<file path="config.mk">
export PLATFORM = sky130hd
export DESIGN_NAME = inst_fetch_encode
export DESIGN_NICKNAME = d
export VERILOG_FILES = /design/src/rtl/inst_fetch_encode.sv
export SDC_FILE = /design/constraint.sdc
export NUM_CORES = 1
export LEC_CHECK = 0
export ABC_CLOCK_PERIOD_IN_PS = 2300
export CORE_ASPECT_RATIO = 1.4
export CORE_MARGIN = 4
export CORE_UTILIZATION = 25
export CTS_CLUSTER_SIZE = 16
export DETAILED_ROUTE_END_ITERATION = 10
export PLACE_DENSITY = 0.57
export SETUP_SLACK_MARGIN = 0.5
export SKIP_CTS_REPAIR_TIMING = 1
export SYNTH_ARGS = -nofsm -noshare
export SYNTH_HDL_FRONTEND = slang
export SYNTH_SLANG_ARGS = --single-unit
export TNS_END_PERCENT = 10
</file>
<file path="constraint.sdc">
create_clock -name clk -period 2.3 [get_ports clk]
set_clock_uncertainty 0.1 [all_clocks]
set_input_delay 0.46 -clock clk [delete_from_list [all_inputs] [get_ports clk]]
set_output_delay 0.46 -clock clk [all_outputs]
set_load 0.02 [all_outputs]
</file>
<file path="src/rtl/inst_fetch_encode.sv">
// Byte-serial 6502-style instruction fetcher: pulls opcode and operand bytes
// over a single-outstanding read bus and presents one decoded packet at a time.
module inst_fetch_encode #(
    parameter logic [15:0] RESET_PC = 16'h0000
) (
    input  logic        clk,
    input  logic        rst,
    input  logic        run,
    input  logic        pc_load,
    input  logic [15:0] pc_load_value,
    output logic        mem_req,
    output logic [15:0] mem_addr,
    input  logic        mem_ack,
    input  logic [7:0]  mem_rdata,
    output logic        pkt_valid,
    input  logic        pkt_ready,
    output logic [7:0]  pkt_opcode,
    output logic [7:0]  pkt_op_lo,
    output logic [7:0]  pkt_op_hi,
    output logic [15:0] pkt_pc,
    output logic [1:0]  pkt_len,
    output logic        pkt_illegal
);

    localparam logic [2:0] IDLE     = 3'd0;
    localparam logic [2:0] FETCH_OP = 3'd1;
    localparam logic [2:0] FETCH_LO = 3'd2;
    localparam logic [2:0] FETCH_HI = 3'd3;
    localparam logic [2:0] PRESENT  = 3'd4;
    localparam logic [2:0] DRAIN    = 3'd5;

    logic [2:0]  state;
    logic [2:0]  state_d;
    logic [15:0] pc;
    logic [15:0] pc_d;
    logic [15:0] drain_addr;
    logic        in_fetch;
    logic [1:0]  rdata_len;

    // Instruction length from the aaabbbcc opcode layout; cc=11 is unassigned.
    function automatic logic [1:0] decode_len(input logic [7:0] op);
        logic [1:0] len;
        len = 2'd2;
        if (op[1:0] == 2'b11) begin
            len = 2'd1;
        end else if (op[1:0] == 2'b01) begin
            if (op[4:2] == 3'b011 || op[4:2] == 3'b110 || op[4:2] == 3'b111)
                len = 2'd3;
            else
                len = 2'd2;
        end else begin
            case (op[4:2])
                3'b011, 3'b111: len = 2'd3;
                3'b010, 3'b110: len = 2'd1;
                3'b001, 3'b100, 3'b101: len = 2'd2;
                default: begin
                    if (op == 8'h20)
                        len = 2'd3;
                    else if (op == 8'h00 || op == 8'h40 || op == 8'h60)
                        len = 2'd1;
                    else
                        len = 2'd2;
                end
            endcase
        end
        return len;
    endfunction

    assign in_fetch  = (state == FETCH_OP) || (state == FETCH_LO) || (state == FETCH_HI);
    assign rdata_len = decode_len(mem_rdata);

    // DRAIN keeps presenting the abandoned address while pc already holds the redirect target.
    assign mem_req   = in_fetch || (state == DRAIN);
    assign mem_addr  = in_fetch ? pc : ((state == DRAIN) ? drain_addr : 16'h0000);
    assign pkt_valid = (state == PRESENT);

    always_comb begin
        state_d = state;
        case (state)
            IDLE: begin
                if (run)
                    state_d = FETCH_OP;
            end
            FETCH_OP: begin
                if (pc_load)
                    state_d = mem_ack ? FETCH_OP : DRAIN;
                else if (mem_ack)
                    state_d = (rdata_len == 2'd1) ? PRESENT : FETCH_LO;
            end
            FETCH_LO: begin
                if (pc_load)
                    state_d = mem_ack ? FETCH_OP : DRAIN;
                else if (mem_ack)
                    state_d = (pkt_len == 2'd2) ? PRESENT : FETCH_HI;
            end
            FETCH_HI: begin
                if (pc_load)
                    state_d = mem_ack ? FETCH_OP : DRAIN;
                else if (mem_ack)
                    state_d = PRESENT;
            end
            PRESENT: begin
                if (pc_load || pkt_ready)
                    state_d = run ? FETCH_OP : IDLE;
            end
            DRAIN: begin
                if (mem_ack)
                    state_d = FETCH_OP;
            end
            default: state_d = IDLE;
        endcase
    end

    always_comb begin
        pc_d = pc;
        if (pc_load)
            pc_d = pc_load_value;
        else if (in_fetch && mem_ack)
            pc_d = pc + 16'd1;
    end

    always_ff @(posedge clk) begin
        if (rst) begin
            state       <= IDLE;
            pc          <= RESET_PC;
            drain_addr  <= 16'h0000;
            pkt_opcode  <= 8'h00;
            pkt_op_lo   <= 8'h00;
            pkt_op_hi   <= 8'h00;
            pkt_pc      <= 16'h0000;
            pkt_len     <= 2'd0;
            pkt_illegal <= 1'b0;
        end else begin
            state <= state_d;
            pc    <= pc_d;
            if (in_fetch && pc_load)
                drain_addr <= pc;
            // A redirect in the ack cycle wins, so the returning byte is discarded.
            if (in_fetch && mem_ack && !pc_load) begin
                case (state)
                    FETCH_OP: begin
                        pkt_opcode  <= mem_rdata;
                        pkt_op_lo   <= 8'h00;
                        pkt_op_hi   <= 8'h00;
                        pkt_pc      <= pc;
                        pkt_len     <= rdata_len;
                        pkt_illegal <= (mem_rdata[1:0] == 2'b11);
                    end
                    FETCH_LO: pkt_op_lo <= mem_rdata;
                    FETCH_HI: pkt_op_hi <= mem_rdata;
                    default: ;
                endcase
            end
        end
    end

endmodule

</file>
# Word level (Yosys, flattened, before mapping)
# Cells that the tools add are included.
# word_totals
output_inout_bits	61
reg_bits	78
elab_cells	85
in_bits	30
# op_classes
n_reduce_logical	24
n_addsub	1
muxes	26
eq_ne	25
# ops
cell	count
16-bit two-way mux	4
3-bit two-way mux	12
8-bit case mux with 2 select lines	2
3-bit == test (second input constant)	6
3-bit case mux with 6 select lines	1
16-bit by 1-bit adder with 16-bit output (second input constant)	1
8-bit by 7-bit == test with 1-bit output (second input constant)	2
3-bit by 2-bit == test with 1-bit output (second input constant)	4
3-bit inequality test (second input constant)	3
8-bit by 6-bit == test with 1-bit output (second input constant)	1
8-bit zero test	1
1-bit logical OR	8
2-bit two-way mux	4
3-bit by 1-bit == test with 1-bit output (second input constant)	2
2-bit case mux with 3 select lines	1
2-bit AND reduction	3
6-bit AND reduction	1
2-bit nonzero test	3
2-bit by 1-bit == test with 1-bit output (second input constant)	2
2-bit == test (second input constant)	2
2-bit inequality test (second input constant)	2
2-bit OR reduction	2
1-bit logical AND	3
3-bit zero test	1
other kinds (4)	5

# Logic depth before layout (Yosys ltp)
# Gate-level depths: netlist of run 1.
# logic_depth
ltp_word	13
depth_mapped	7

# Worst setup path after synthesis of run 1
# OpenSTA, ideal clock, no wires.
# synth_timing
path_type	flip-flop to output port
from	register state[2]
to	output mem_addr[10]
arrival_time_ps	1601
setup_slack_ps	139
required_ps	1740
stages_incl_launch_ff	6
path_cell_list	dfxtp_1 > clkbuf_1 > nand2_1 > nor2_1 > clkbuf_1 > a22o_1
# synth_via
elab_chain_len	4
word_cells_on_any_way	8
classes_between	4 x eq/ne; 2 x mux; 2 x reduce/logical
# synth_rtl
item	line	source
from (decl)	32	logic [2:0] state;
from (signal assigned)	134	state <= state_d;
3-bit by 1-bit == test with 1-bit output / 3-bit by 2-bit == test with 1-bit output (equally long branches)	69	assign in_fetch = (state == FETCH_OP) || (state == FETCH_LO) || (state == FETCH_HI);
1-bit logical OR (2 in series)	69	
16-bit two-way mux (*)	74	assign mem_addr = in_fetch ? pc : ((state == DRAIN) ? drain_addr : 16'h0000);
to (decl)	12	output logic [15:0] mem_addr,
# Mark *: on every way between the ends. The rest lies on a longest branch, timed or not.

# Final worst setup path of run 1
# layout_timing
from	register state[1]
to	output mem_addr[14]
# The elaborated chain is that of the path after synthesis.

==> metrics.txt, run 1 <==
wirelength, routed ~11000 um; synthesized net count 462; CTS clock-pin slew for the worst setup and hold paths 60 ps; Layout Area Growth over Synthesis 49.77%; CTS tree yes; Synth top area share 0.4497; # diodes 0; H-tree depth 3; critical path arrival 1480 ps; Root Driver clkbuf_16; Slew HR 0.6078; Setup crit end kind primary output; Max Clk Rate 489.3 MHz; DP Wirelength 8383 um; YS warnings 0; crit path time final just over 2000 ps; ys async rst share 0; initial drt markers 140; Port Buffers 90; Synth area leaders dfxtp_1 45%, nand2_1 9.8%, a21oi_1 6.6%; Worst Tran Pin Value 586.9 ps; WP data required 1740 ps; Sequential Area 1568 um^2; final hold violations 0; DR WL/cell 15.28 um; power per cell area 648.4 nW/um^2; Core Region 13510 um^2; total grt overflow 0; Final #Nets 576; Max Cap Violations 0; Pre-Repair DR Iteration Count 4; FP Rows 50; Routability Congestion about 0.82; P_leak 1.878 nW; CP max FO 17; first-pass GRT wire length between 15000 and 20000 um; startpoint types register; fillers 1404; Initial Utilization 0.2569; hold crit path type register to register; Final WS setup 256.4 ps; hold path cells 2; Post-Syn Area between 3000 and 4000 um^2; Multi-input gate area 1808 um^2; Final ANT Viol Nets 0; Ports 91; largest net degree at the start of global routing 39; Pwr Total between 3 and 4 mW; vias in the first global route 3479; min-delay src pkt_pc[14]; register area share after synthesis 0.4497; largest area contributor in the netlist dfxtp_1; Post-synth EDFFs 0; share of layout cells above drive strength 1 0.1920; placed cells roughly 710; initial antenna violation count 0; Avg Cell Area, Syn 8.056 um^2; crit path from state[1]; RR Startpoint state[0]; vias per cell 4.753; Post-route DRC 0; clock sink count 78; final setup violation count 0; R2R depth 5; Cells after Synth roughly 430; Final Max Tran Viols 0; status finished clean; maximum VDD drop 0.2711 mV; Die Wd roughly 110 um; RSZ-0062 raised after global routing true; overall routing resource usage 0.1422; Longest Clk Path Bufs 2; cts bufs inserted 9; Post-Layout Cell Count 729; post-placement setup slack -132.9 ps; flops & latches, synth between 70 and 80; dominant synthesized flop cell dfxtp_1; crit path kind register to primary output; final worst-path cycle share 0.8885; Clk Latency, worst-skew pair 330 ps; via count 3465; post-synth cell types 47; die height 147.4 um; full die area 15860 um^2
## cell families (layout without fill, tap and decap cells)
logic type / after synthesis / after routing / share of synthesized area
buffers and inverters: 46 / 162 / 0.05297
flip-flops: 78 / 78 / 0.4497
AND/OR/NAND/NOR: 178 / 178 / 0.2357
multiplexers: 3 / 3 / 0.008649
adder cells (fa/ha/maj): 1 / 1 / 0.003603
XOR/XNOR: 9 / 9 / 0.02270
AO/OA/AOI/OAI: 116 / 116 / 0.2267
## path summary, 6_finish.rpt
path	end	slack [ps]
worst max-delay path	mem_addr[14]	260
worst min register to register	pkt_pc[14]	350
worst max register to register	state[1]	330
worst min-delay path	pkt_pc[14]	350
## power by group
part | internal (mW) | switching (mW) | leakage (nW) | total [mW]
clock | 0.911 | 0.514 | 0.147 | 1.42
sequential | 1.40 | 0.0442 | 0.636 | 1.44
combinational | 0.233 | 0.272 | 1.10 | 0.506
total | 2.54 | 0.831 | 1.88 | 3.37
## cell usage after synthesis, drive strengths merged, types with 4 or more instances
cell,instances
or2,4
a21oi,46
o21ai,7
clkbuf,27
a311oi,5
nor3,7
xnor2,9
a22o,24
nand3,4
a211oi,10
nor2,36
nor4,10
or3,5
inv,10
nand2,91
a22oi,8
buf,8
dfxtp,78
nand2b,4
## metal layers
layer  routed length [um]  vias up  track usage
met1                 4773     1604       0.1783
met2                 5527      108       0.2363
met3                  651       10      0.03408
met5                    0        -            0
met4                  183        0      0.05117
li1                     -     1743            -
## through the flow
| stage | instance area [um^2] | hold slack [ps] | TNS, ps | utilization |
|---|---|---|---|---|
| global placement | 4882 | 341.9 | -380.4 | 0.3613 |
| detailed placement | 4882 | 346.4 | -473.6 | 0.3613 |
| floorplan | 3532 | 336.0 | 0 | - |
| CTS | 5179 | 354.3 | -4548 | 0.3832 |
| finish | 5200 | 351.5 | 0 | 0.3848 |
| global route | 5200 | 369.4 | 0 | 0.3848 |
## registers in the layout, indices dropped and copies added (netlist names)
name / cells
pkt_op_hi: 8
pkt_pc: 16
pkt_op_lo: 8
pkt_len: 2
pkt_opcode: 8
state: 3
pkt_illegal: 1
drain_addr: 16
pc: 16
## worst max-delay path: stages, from the launching register on
cell     delay, ps
dfxtp_4        360
o21ba_2        220
buf_12         150
a22o_4         260
buf_4          150
## cells in the final DEF, fill, tap and decap left out, types with 3 or more instances in the layout
| master | count |
|---|---|
| a2111oi_0 | 3 |
| a211oi_1 | 10 |
| a21oi_1 | 46 |
| a22o_1 | 20 |
| a22o_4 | 4 |
| a22oi_1 | 8 |
| a311oi_1 | 5 |
| buf_12 | 3 |
| buf_2 | 3 |
| buf_4 | 51 |
| buf_6 | 4 |
| clkbuf_16 | 9 |
| clkbuf_2 | 4 |
| clkbuf_8 | 3 |
| clkdlybuf4s50_1 | 71 |
| dfxtp_1 | 75 |
| inv_1 | 9 |
| mux2i_1 | 3 |
| nand2_1 | 90 |
| nand2b_1 | 4 |
| nand3_1 | 4 |
| nand4_1 | 3 |
| nor2_1 | 34 |
| nor2b_1 | 3 |
| nor3_1 | 7 |
| nor3b_1 | 3 |
| nor4_1 | 6 |
| nor4_2 | 4 |
| o211ai_1 | 3 |
| o21ai_0 | 7 |
| or2_2 | 4 |
| or3_1 | 5 |
| xnor2_1 | 9 |
## cell type report
cell class | count | share of cell area
Tap cell | 182 | 0.04379
Sequential cell | 78 | 0.3015
Clock inverter | 1 | 0.005775
Inverter | 11 | 0.007940
Timing Repair Buffer | 138 | 0.2421
Multi-Input combinational cell | 307 | 0.3477
Clock buffer | 12 | 0.05125
Note: power is estimated with default switching activity, not from simulation.
==> run 2, diff against run 1 <==
Settings changed: CORE_MARGIN 4 to default.
==> run 2 against run 1 <==
Worst setup slack worse by 17 ps; design area fell by 0.91%; register-to-register slack worse by 20 ps; sequential share of layout area is 0.28 points higher; sequential power barely moved; critical path type unchanged; largest cell class unchanged; maximum frequency is 0.83% lower.
==> metrics.txt, run 2 (synthesized netlist as in run 1, its figures left out) <==
vias in the first global route 3467 (-0.34%); Final Max Tran Viols 0 (unchanged); startpoint types register; FP Rows 50 (unchanged); fillers 1368 (-2.6%); P_leak 1.866 nW (-0.62%); Sequential Area 1568 um^2 (unchanged); flop-to-flop setup slack 310 ps (-20 ps); Ports 91 (unchanged); Clk Latency, worst-skew pair 340 ps (about the same); crit path time final 2061 ps (+17.08 ps); final setup violation count 0 (unchanged); Routability Congestion 0.8708 (+6.5%); hold crit path type register to register; Pre-Repair DR Iteration Count 4 (unchanged); Multi-input gate area 1800 um^2 (-0.41%); crit path kind register to primary output; initial drt markers 139 (-0.71%); WP data required 1740 ps (about the same); cell area after placement 4902 um^2 (+0.41%); CP max FO 17 (unchanged); cts bufs inserted 9 (unchanged); DR WL/cell 15.14 um (-0.87%); largest net degree at the start of global routing 67 (+72%); final hold violations 0 (unchanged); placed cells 715 (+0.14%); Post-route DRC 0 (unchanged); CTS clock-pin slew for the worst setup and hold paths 60 ps (about the same); Die Wd 101.6 um (-5.6%); first-pass GRT wire length 17160 um (-4.4%); wirelength, routed 11050 um (-0.74%); Slew HR 0.5959 (-0.01186); Root Driver clkbuf_16; Worst Tran Pin Value 604.7 ps (+17.75 ps); Max Clk Rate 485.3 MHz (-0.83%); Post-Layout Cell Count 730 (+0.14%); power per cell area 634.1 nW/um^2 (-2.2%); RSZ-0062 raised after global routing true; top flop regs drain_addr x16, pc x16, pkt_pc x16; maximum VDD drop 0.4046 mV (+49%); Util after Layout 0.3831 (-0.001745); WHS 349.6 ps (-1.947 ps); commonest non-fill, non-tap cells in the layout 90 x nand2_1, 75 x dfxtp_1, 71 x clkdlybuf4s50_1; status finished clean; # diodes 0 (unchanged); Max Cap Violations 0 (unchanged); clock sink count 78 (unchanged); via count 3554 (+2.6%); H-tree depth 3 (unchanged); critical path arrival 1500 ps (+20 ps); Layout Area Growth over Synthesis 48.40%; Initial Utilization 0.2581 (+0.001195); Core Region 13450 um^2 (-0.46%); vias per cell 4.868 (+2.4%); total grt overflow 0 (unchanged); commonest non-fill, non-tap cell in the layout nand2_1; Port Buffers 90 (unchanged); DP Wirelength 8139 um (-2.9%); share of layout cells above drive strength 1 0.1880 (-0.004000); initial antenna violation count 0 (unchanged); Final ANT Viol Nets 0 (unchanged); full die area 14370 um^2 (-9.4%); CTS tree yes; Longest Clk Path Bufs 2 (unchanged); Pwr Total 3.267 mW (-3.1%); final worst-path cycle share 0.8960 (+0.007427); overall routing resource usage 0.1554 (+0.01317); Setup crit end kind primary output; Final #Nets 575 (-0.17%); die height 141.4 um (-4.1%); final non-filler cell area 5152 um^2 (-0.91%)
run 2: cell types whose count changed in the layout (fill, tap and decap cells not counted), sizes merged:
cell | before | now
clkinv | 0 | 1
bufinv | 1 | 0
buf | 61 | 60
clkinvlp | 0 | 2
run 2: stage by stage:
| step | setup slack (ps) | setup TNS, ps |
|---|---|---|
| after floorplan | 331.9 | 0 |
| after global placement | -158.4 | -357.1 |
| after detailed placement | -145.8 | -452.1 |
| after CTS | -279.1 | -4035 |
| after global routing | 202.4 | 0 |
| final | 239.3 | 0 |
run 2: routing by layer:
metal / GRT usage / wire, um / vias up
met5: 0 / 0 / -
met4: 0.07018 / 309 / 0
met3: 0.03695 / 729 / 21
met2: 0.2731 / 5488 / 123
met1: 0.1747 / 4527 / 1662
li1: - / - / 1748
run 2: critical path, stage by stage, from the launching register on:
cell and delay (ps):
dfxtp_4 370, o21ba_2 220, buf_12 150, a22o_4 270, buf_4 150
run 2: area by class of cell:
| type | instances | share of cell area |
|---|---|---|
| clock buffer | 12 | 0.04978 |
| clock inverter | 3 | 0.003885 |
| inverter | 11 | 0.008014 |
| multi-input combinational | 307 | 0.3494 |
| sequential | 78 | 0.3043 |
| tap | 182 | 0.04420 |
| timing repair buffer | 137 | 0.2404 |
run 2: power by group:
group / switching [mW] / total, mW / leakage (nW) / internal [mW]
sequential: 0.0444 / 1.44 / 0.636 / 1.40
clock: 0.540 / 1.32 / 0.131 / 0.781
combinational: 0.273 / 0.505 / 1.10 / 0.232
total: 0.857 / 3.27 / 1.87 / 2.41
run 2: path summary, 6_finish.rpt:
path,startpoint,endpoint,cells after the start
worst min register to register,pkt_opcode[4],pkt_opcode[4],2
worst min-delay path,pkt_opcode[4],pkt_opcode[4],2
worst max-delay path,state[1],mem_addr[15],4
worst max register to register,state[2],pc[12],5
==> run 3, diff against run 2 <==
Settings changed: DONT_BUFFER_PORTS from default to 1, PLACE_DENSITY 0.57 to 0.48.
==> run 3 against run 2 <==
Via count fell by 12%; routed wire length fell by 0.52%; worst setup slack better by 32 ps; critical path type unchanged; largest power group is now clock.
==> metrics.txt, run 3 (synthesized netlist as in run 1, its figures left out) <==
initial antenna violation count 1 (+1); CP Depth 6 (+2); Initial Utilization 0.2581 (unchanged); Multi-input gate area 1803 um^2 (+0.14%); status finished clean; post-placement setup slack 329.8 ps (+475.6 ps); Max Cap Violations 0 (unchanged); Final WS setup 271.7 ps (+32.42 ps); Slew HR 0.4629 (-0.1330); final hold violations 0 (unchanged); startpoint types register; full die area 14370 um^2 (unchanged); # diodes 0 (unchanged); Pre-Repair DR Iteration Count 4 (unchanged); commonest non-fill, non-tap cells in the layout 90 x nand2_1, 75 x dfxtp_1, 46 x a21oi_1; DP Wirelength 7637 um (-6.2%); first-pass GRT wire length 16970 um (-1.1%); critical path arrival 1470 ps (-30 ps); final setup violation count 0 (unchanged); Ports 91 (unchanged); Post-Layout Cell Count 627 (-14%); crit path kind register to primary output; placed cells 609 (-15%); Final ANT Viol Nets 0 (unchanged); CP max stage delay 380 ps (about the same); crit path from state[1]; vias in the first global route 3068 (-12%); largest net degree at the start of global routing 76 (+13%); wirelength, routed 11000 um (-0.52%); vias per cell 4.998 (+2.7%); share of layout cells above drive strength 1 0.1798 (-0.008181); Setup crit end kind primary output; Pwr Total 3.260 mW (-0.21%); die height 141.4 um (unchanged); final worst-path cycle share 0.8819 (-0.01410); DR WL/cell 17.54 um (+16%); clock sink count 78 (unchanged); Die Wd 101.6 um (unchanged); maximum VDD drop 0.2656 mV (-34%); via count 3134 (-12%); CP bufs+invs 3 (+1); fillers 1431 (+4.6%); flop-to-flop setup slack 380 ps (+70 ps); R2R depth 4 (-1); Port Buffers 0 (-100%); Worst Tran Pin Value 799.0 ps (+194.4 ps); hold crit path type input port to register; Post-route DRC 0 (unchanged); overall routing resource usage 0.1591 (+0.003735); crit-path leading delay family flip-flops; Final #Nets 471 (-18%); initial drt markers 132 (-5.0%); power per cell area 767.9 nW/um^2 (+21%); Crit-path slowest cell dfxtp_4; WP data required 1740 ps (about the same); Longest Clk Path Bufs 2 (unchanged); R2R Path End state[1]; total grt overflow 0 (unchanged); CTS tree yes; Core Region 13450 um^2 (unchanged); RSZ-0062 raised after global routing true; Layout Area Growth over Synthesis 22.27%; Util after Layout 0.3156 (-0.06744); crit path time final 2028 ps (-32.42 ps); Root Driver clkbuf_16; CP max FO 8 (-9); Max Clk Rate 493.0 MHz (+1.6%); Sequential Area 1570 um^2 (+0.16%); commonest non-fill, non-tap cell in the layout nand2_1; H-tree depth 3 (unchanged); critical-path cell list inv_4 > nand2_4 > nor2_4 > buf_8 > a22o_1 > buf_4; P_leak 1.434 nW (-23%); top flop regs drain_addr x16, pc x16, pkt_pc x16; Routability Congestion 0.7459 (-14%); cts bufs inserted 9 (unchanged); Critical Path End mem_addr[6]; CTS clock-pin slew for the worst setup and hold paths 60 ps (about the same); RR Startpoint state[0]; FP Rows 50 (unchanged); Clk Latency, worst-skew pair 340 ps (about the same); WHS 95.69 ps (-253.9 ps); Final Max Tran Viols 0 (unchanged)
[run 3: cell count changes in the layout (fill, tap and decap cells not counted), moves of 2 or more]
| cell | previous run | this run |
|---|---|---|
| buf_6 | 0 | 2 |
| a22o_1 | 19 | 11 |
| dlymetal6s2s_1 | 2 | 0 |
| clkbuf_2 | 4 | 0 |
| buf_4 | 49 | 28 |
| clkinv_4 | 0 | 2 |
| buf_2 | 7 | 0 |
| buf_12 | 4 | 1 |
| a22o_2 | 0 | 9 |
| clkdlybuf4s50_1 | 71 | 0 |
[run 3: layout make-up]
type	instances	area share
clock buffer	10	0.05629
clock inverter	6	0.01621
inverter	11	0.01032
multi-input combinational	307	0.4247
sequential	78	0.3699
tap	182	0.05364
timing repair buffer	33	0.06897
[run 3: worst min-delay path by stage]
stage               endpoint  depth (start not counted)  slack (ps)           from
2_1_floorplan  drain_addr[0]                          2         340  drain_addr[0]
3_3_place_gp   drain_addr[8]                          2         340  drain_addr[8]
3_5_place_dp   drain_addr[8]                          2         340  drain_addr[8]
4_1_cts           pkt_pc[11]                          1          80            rst
5_1_grt         pkt_op_hi[1]                          1          80            rst
6_report          pkt_pc[11]                          1         100            rst
[run 3: power breakdown]
group          internal (mW)  switching [mW]  total [mW]  leakage [nW]
Sequential              1.40          0.0619        1.46         0.636
Clock                  0.876           0.590        1.47         0.149
Combinational          0.139           0.197       0.336         0.648
[run 3: stage by stage]
step	instance area (um^2)	TNS, ps
floorplan	3532	0
global route	4245	0
detailed placement	3849	0
CTS	4156	-19.38
global placement	3849	0
finish	4245	0
[run 3: routing by layer]
metal	routed length, um	part of all wire	vias up	track usage
li1	-	-	1548	-
met1	4577	0.42	1481	0.1842
met2	5401	0.49	87	0.2674
met3	801	0.073	16	0.05468
met4	207	0.019	2	0.05873
met5	9	0.00082	-	0
